[config.mk]
export PLATFORM = sky130hd
export DESIGN_NAME = match_req_scatter
export DESIGN_NICKNAME = d
export VERILOG_FILES = /design/src/rtl/match_req_scatter.sv
export SDC_FILE = /design/constraint.sdc
export NUM_CORES = 1
export LEC_CHECK = 0
export ABC_AREA = 0
export CAP_MARGIN = 0
export CORE_ASPECT_RATIO = 0.75
export CORE_UTILIZATION = 40
export CTS_CLUSTER_DIAMETER = 200
export DETAILED_ROUTE_END_ITERATION = 10
export GPL_ROUTABILITY_DRIVEN = 1
export PLACE_DENSITY_LB_ADDON = 0.12
export SLEW_MARGIN = 20
export SYNTH_ARGS = -nofsm -noshare
export SYNTH_HDL_FRONTEND = slang
export SYNTH_SLANG_ARGS = --single-unit
[constraint.sdc]
create_clock -name clk -period 2.9 [get_ports clk]
set_input_delay 0.58 -clock clk [delete_from_list [all_inputs] [get_ports clk]]
set_output_delay 0.58 -clock clk [all_outputs]
set_load 0.05 [all_outputs]
[src/rtl/match_req_scatter.sv]
// match_req_scatter: scatters one lazy-match request group onto C request
// channels (slot i -> channel i % C) and gates new groups on the response sync.
//
// Ports:
//   clk, rst_n            clock, synchronous active-low reset
//   in_valid/in_ready     group handshake from the job PE
//   in_strb, in_head_addr, in_history_addr   group payload (L slots)
//   req_group_fire/strb   primes the downstream response synchroniser
//   resp_group_fire       synchroniser consumed the response group
//   req_valid/req_ready   per-channel request handshake
//   req_tag, req_head_addr, req_history_addr  per-channel payload

`ifndef LAZY_LEN
`define LAZY_LEN 4
`endif
`ifndef LAZY_LEN_LOG2
`define LAZY_LEN_LOG2 2
`endif
`ifndef NUM_MATCH_REQ_CH
`define NUM_MATCH_REQ_CH 2
`endif
`ifndef ADDR_WIDTH
`define ADDR_WIDTH 16
`endif

module match_req_scatter #(
  parameter int JOB_PE_IDX = 0,
  parameter int L          = `LAZY_LEN,
  parameter int C          = `NUM_MATCH_REQ_CH,
  parameter int TAG_BITS   = `LAZY_LEN_LOG2,
  parameter int AW         = `ADDR_WIDTH
) (
  input  logic                  clk,
  input  logic                  rst_n,
  input  logic                  in_valid,
  output logic                  in_ready,
  input  logic [L-1:0]          in_strb,
  input  logic [AW-1:0]         in_head_addr,
  input  logic [L*AW-1:0]       in_history_addr,
  output logic                  req_group_fire,
  output logic [L-1:0]          req_group_strb,
  input  logic                  resp_group_fire,
  output logic [C-1:0]          req_valid,
  input  logic [C-1:0]          req_ready,
  output logic [C*TAG_BITS-1:0] req_tag,
  output logic [C*AW-1:0]       req_head_addr,
  output logic [C*AW-1:0]       req_history_addr
);

  typedef enum logic [1:0] {
    IDLE,
    ISSUE,
    WAIT_RESP
  } state_e;

  state_e            state_q, state_d;
  logic [L-1:0]      pending_q, pending_d;
  logic [AW-1:0]     head_q, head_d;
  logic [L*AW-1:0]   hist_q, hist_d;

  logic [C-1:0]      ch_hit;
  logic [TAG_BITS-1:0] ch_slot [C];

  // Lowest pending slot per channel: scan downward so the last hit wins.
  always_comb begin
    for (int j = 0; j < C; j++) begin
      ch_hit[j]  = 1'b0;
      ch_slot[j] = '0;
      for (int s = L - 1; s >= 0; s--) begin
        if ((s % C) == j && pending_q[s]) begin
          ch_hit[j]  = 1'b1;
          ch_slot[j] = TAG_BITS'(s);
        end
      end
    end
  end

  always_comb begin
    state_d          = state_q;
    pending_d        = pending_q;
    head_d           = head_q;
    hist_d           = hist_q;
    in_ready         = rst_n && (state_q == IDLE);
    req_group_fire   = in_valid && in_ready;
    req_group_strb   = in_strb;
    req_valid        = '0;
    req_tag          = '0;
    req_head_addr    = '0;
    req_history_addr = '0;

    for (int j = 0; j < C; j++) begin
      req_valid[j] = rst_n && (state_q == ISSUE) && ch_hit[j];
      if (req_valid[j]) begin
        req_tag[j*TAG_BITS +: TAG_BITS] = ch_slot[j];
        req_head_addr[j*AW +: AW]       = head_q + AW'(ch_slot[j]);
        req_history_addr[j*AW +: AW]    =
          hist_q[int'(ch_slot[j])*AW +: AW];
        if (req_ready[j]) pending_d[ch_slot[j]] = 1'b0;
      end
    end

    unique case (state_q)
      IDLE: begin
        if (req_group_fire) begin
          pending_d = in_strb;
          head_d    = in_head_addr;
          hist_d    = in_history_addr;
          state_d   = (in_strb != '0) ? ISSUE : WAIT_RESP;
        end
      end
      ISSUE: begin
        if (pending_d == '0) state_d = WAIT_RESP;
      end
      WAIT_RESP: begin
        if (resp_group_fire) state_d = IDLE;
      end
      default: state_d = IDLE;
    endcase
  end

  always_ff @(posedge clk) begin
    if (!rst_n) begin
      state_q   <= IDLE;
      pending_q <= '0;
      head_q    <= '0;
      hist_q    <= '0;
    end else begin
      state_q   <= state_d;
      pending_q <= pending_d;
      head_q    <= head_d;
      hist_q    <= hist_d;
    end
  end

`ifndef SYNTHESIS
  // A response group outside WAIT_RESP is ignored by the FSM; flag it.
  always_ff @(posedge clk) begin
    if (rst_n && resp_group_fire && state_q != WAIT_RESP)
      $error("match_req_scatter[%0d]: resp_group_fire outside WAIT_RESP",
             JOB_PE_IDX);
  end
`endif

endmodule

# Word-level counts from Yosys, hierarchy flattened
# Index checks and enable logic that the tools add are counted.
# W data, S select, Z words.
[totals] register_bits=86 output_inout_bits=76 inputBits=90
[op_classes] n_eq_ne=5 mux=29 n_bitwise=4 n_addsub=2 shift=2 order_cmp=4 n_reduce_logical=12
[ops] op="$shiftx A64 B7 Y16" n=2
[ops] op="$mux W16" n=4
[ops] op="$add A16 B2 Y16" n=2
[ops] op="$mux W4" n=6
[ops] op="$mux W2" n=10
[ops] op="$and A4 B4 Y4" n=2
[ops] op="$not A4 Y4" n=2
[ops] op="$logic_and A1 B1 Y1" n=7
[ops] op="$lt A2 B3 Y1 const B" n=2
[ops] op="$mux W1" n=6
[ops] op="$pmux W2 S3" n=1
[ops] op="$demux W1 S2" n=2
[ops] op="$ge A2 B1 Y1 const B" n=2
[ops] op="$logic_not A4 Y1" n=1
[ops] op="$ne A2 B2 Y1 const B" n=2
[ops] op="$reduce_bool A4 Y1" n=1
[ops] op="$reduce_and A3 Y1" n=1
[ops] op="$eq A2 B1 Y1 const B" n=1
[ops] op="$eq A2 B2 Y1 const B" n=1
[ops] op="$logic_not A2 Y1" n=1
[ops] op="$ne A2 B1 Y1 const B" n=1
[ops] op="$reduce_and A2 Y1" n=1

# Depth between registers and ports, before layout
[logic_depth] word_depth=16 ltp_mapped=10

# Worst setup path before layout
# OpenSTA, ideal clock, no wires.
[synth_timing] path_kind="input to output" start="input port rst_n" end="output port req_group_fire" cell_stages=5 arrival_time_ns=2.997 n_path_buf=2 slack_ns=-0.677 path_cell_list="nor3b_1 nand2_1 inv_1 buf_2 buf_1"
[synth_between] elab_chain_len=2
[synth_lines] item="from (decl)" line="34" source="input logic rst_n,"
[synth_lines] item="$logic_and A1 B1 Y1" line="83" source="in_ready = rst_n && (state_q == IDLE);"
[synth_lines] item="$logic_and A1 B1 Y1" line="84" source="req_group_fire = in_valid && in_ready;"
[synth_lines] item="to (decl)" line="40" source="output logic req_group_fire,"
# Every way passes these cells.

# Worst setup path in the final report
[layout_timing] start="register pending_q[3]" end="output port req_head_addr[29]"
[layout_between] elab_chain_len=4 word_cells_on_any_way=7 classes_between="add/sub: 1; mux: 5; reduce/logical: 1"
[layout_lines] item="from (decl)" line="57" source="logic [L-1:0] pending_q, pending_d;"
[layout_lines] item="from (signal assigned)" line="129" source="pending_q <= pending_d;"
[layout_lines] item="$mux W2 or $mux W1 (tied branches) (2 in a row)" line="70" source="if ((s % C) == j && pending_q[s]) begin"
[layout_lines] item="$add A16 B2 Y16 or $logic_and A1 B1 Y1 (tied branches)" line="95, 92"
[layout_lines] item="$mux W16 (*)" line="93" source="if (req_valid[j]) begin"
[layout_lines] item="to (decl)" line="46" source="output logic [C*AW-1:0] req_head_addr,"
# Mark *: on every way between the ends. The rest lies on a longest branch, timed or not.

==> metrics.md <==
| Metric | Value |
|---|---|
| Seq cells post-synth | `86` |
| Nets | `around 840` |
| Clk_lat worst skew | `330 ps` |
| Top Layer Used | `met4` |
| Leakage | `2.460 nW` |
| DR pass1 iterations | `4` |
| Kind of critical path | `reg -> out` |
| Clock Skew | `7.730 ps` |
| Grt total ovfl | `0` |
| Vias per std cell | `between 5 and 6` |
| Mean post-synth cell area | `roughly 7 µm²` |
| CP most frequent cell | `a21oi_4` |
| Rel. slew slack | `47.95%` |
| Syn_nets | `699` |
| Outcome | `finished, final reports clean` |
| CP Buf/Inv Count | `1` |
| CTS tree | `done` |
| Class of the worst hold path | `reg -> reg` |
| Worst Tran Pin Value | `between 700 and 800 ps` |
| Commonest non-fill, non-tap cell in the layout | `nand2_1` |
| Fmax | `345.8 MHz` |
| Pwr per Cell Area | `433.6 mW/mm²` |
| Register area share after synthesis | `just over 40%` |
| Number of global-route vias before repair | `4079` |
| Crit-path max FO | `5` |
| Total power | `slightly above 3 mW` |
| Routed WL | `approximately 12000 µm` |
| DPL Wire Length | `8967 µm` |
| Worst Setup End Kind | `output pin` |
| Syn Std Cell Area | `0.004220 mm²` |
| Cell variety after synth | `41` |
| VDD IR max | `0.0003459 V` |
| Final Hold Viols | `0` |
| Global-route wire length before repair | `19910 µm` |
| Global router's overall resource usage | `22.70%` |
| Via Count | `roughly 4500` |
| Total die area | `0.01097 mm²` |
| CP Data Arrival Time | `2310 ps` |
| WL met3 | `923 µm` |
| Yosys warnings | `0` |
| Clock-pin slew on the worst setup and hold paths | `60 ps` |
| RSZ-0062 raised after global routing | `yes` |
| WHS | `456.0 ps` |
| # fillers | `828` |
| Global placer's final weighted congestion | `0.8713` |
| Family with the most delay on the worst path | `simple AND/OR/NAND/NOR gates` |
| Crit-path slowest cell | `or4_4` |
| CTS Buf Count | `9` |
| Worst path max stage delay | `520 ps` |
| Initial antenna violation count | `0` |
| Max clock buf depth | `2` |
| Routed WL per cell | `14.10 µm` |
| Die W | `120.6 µm` |
| Iteration-0 DRC Markers | `296` |
| Clk sink count | `86` |
| Layout cells sized above 1 | `approximately a fifth` |
| Top FF cell, synth | `dfxtp_1` |
| Met2 wire len | `5890 µm` |
| Mapped Cells | `604` |
| Clock Tree Root | `clkbuf_16` |
| Most frequent cells in the layout | `nand2_1, o21ai_0, clkdlybuf4s50_1` |
| Area growth from synthesis to layout | `69.05%` |
| Hold_buf cts | `0` |
| Initial Utilization | `approximately 41%` |
| Die Y | `90.96 µm` |
| Input/output buffers | `164` |
| # Max-Cap Violations | `0` |
| Crit path cell chain | `nor2b_4 -> ha_4 -> a21oi_4 -> or4_4 -> or3_4 -> a21oi_4 -> buf_12` |
| Final Max Tran Viols | `0` |
| M1 WL | `5500 µm` |
| Largest net degree at the start of global routing | `between 100 and 150` |
| Worst EP required | `2320 ps` |
| # IOs | `~170` |
| Final period utilization | `99.73%` |
| H-tree levels | `3` |
| # diodes | `0` |
| Residual DRC | `0` |
| Post-route ant nets | `0` |
| Startpoint types | `flip-flop` |
| Rows | `32` |
| Post-synth ARST share | `0%` |
| Core area | `0.01029 mm²` |
| Fin crit period | `2892 ps` |
| Setup violations, final | `0` |
| Post-synth EDFFs | `0` |
-- tightest hold or removal path, stage by stage (launching register included) --
cell and delay [ps]:
dfxtp_1 310, nand2_1 50, o21ai_0 60
-- registers in the layout (all words and copies together) (netlist names) --
signal	count
head_q	16
hist_q	64
pending_q	4
state_q	2
-- where the power goes --
group / internal [mW] / total [mW] / switching, mW
sequential: 1.30 / 1.40 / 0.103
combinational: 0.270 / 0.573 / 0.303
clock: 0.665 / 1.12 / 0.451
total: 2.24 / 3.09 / 0.857
-- logic make-up (layout without fill, tap and decap cells) --
group           count (synthesis)  after routing  share of synthesized area [%]
compound gates                142            142                          18.29
xor+xnor                       18             18                          3.736
fa+ha+maj                       5              5                          1.660
buf+inv                        58            204                          6.226
flops                          86             86                          40.79
other cells                     1              1                        0.08886
simple gates                  294            294                          29.20
-- routing by layer --
metal | GRT usage, % | up-vias
li1 | - | 2268
met1 | 29.48 | 2036
met2 | 36.64 | 152
met3 | 6.595 | 15
met4 | 6.070 | 0
met5 | 0 | -
-- final timing paths --
kind                start           endpoint  slack [ps]  depth (start not counted)
max          pending_q[3]  req_head_addr[29]           8                          7
min reg2reg    hist_q[52]         hist_q[52]         460                          2
max reg2reg    state_q[0]         state_q[0]        1010                          4
min            hist_q[52]         hist_q[52]         460                          2
-- area by class of cell --
class                      count  area (µm²)  share of cell area (%)
timing repair buffer         181        2461                   34.50
multi-input combinational    460        2459                   34.46
sequential                    86        1729                   24.24
clock buffer                  12       236.5                   3.315
tap                          136       170.2                   2.385
clock inverter                 3       46.29                  0.6489
inverter                       8       32.53                  0.4560
-- what timing repair did --
| item | CTS | global route |
|---|---|---|
| resized for setup | 7 | 22 |
| buffers inserted | 1 | 3 |
| gates cloned | 0 | 0 |
| pin swaps | 1 | 3 |
| setup endpoints to repair | 13 | 15 |
-- through the flow --
stage               utilization [%]  setup TNS [ps]  instance area, µm²  setup slack [ps]  instances
CTS                           68.06          -111.5                7003            -22.84        883
finish                        69.33               0                7134             7.883        886
global placement              65.02               0                6690             277.3        867
detailed placement            65.02               0                6690             207.7        867
floorplan                         -          -81.39                4324            -81.39        604
global route                  69.33          -195.7                7134            -50.86        886
-- cell usage after synthesis, types with 3 or more instances --
master	number	area [µm²]
o22ai_1	3	18.77
inv_1	7	26.28
and2_1	4	25.02
nor2b_1	3	18.77
nand4_1	3	18.77
a22oi_1	16	120.1
buf_2	10	50.05
ha_1	4	50.05
nor4_1	6	37.54
xnor2_1	16	140.1
clkbuf_1	26	97.59
buf_4	6	45.04
buf_1	5	18.77
or3_2	3	22.52
or3_1	4	25.02
nand2_1	209	784.5
o21ai_0	92	460.4
nor2_1	40	150.1
a21oi_1	26	130.1
dfxtp_1	86	1722
nor3_1	5	25.02
nand3_1	6	30.03
No activity file was read; power rests on OpenSTA's default activity.
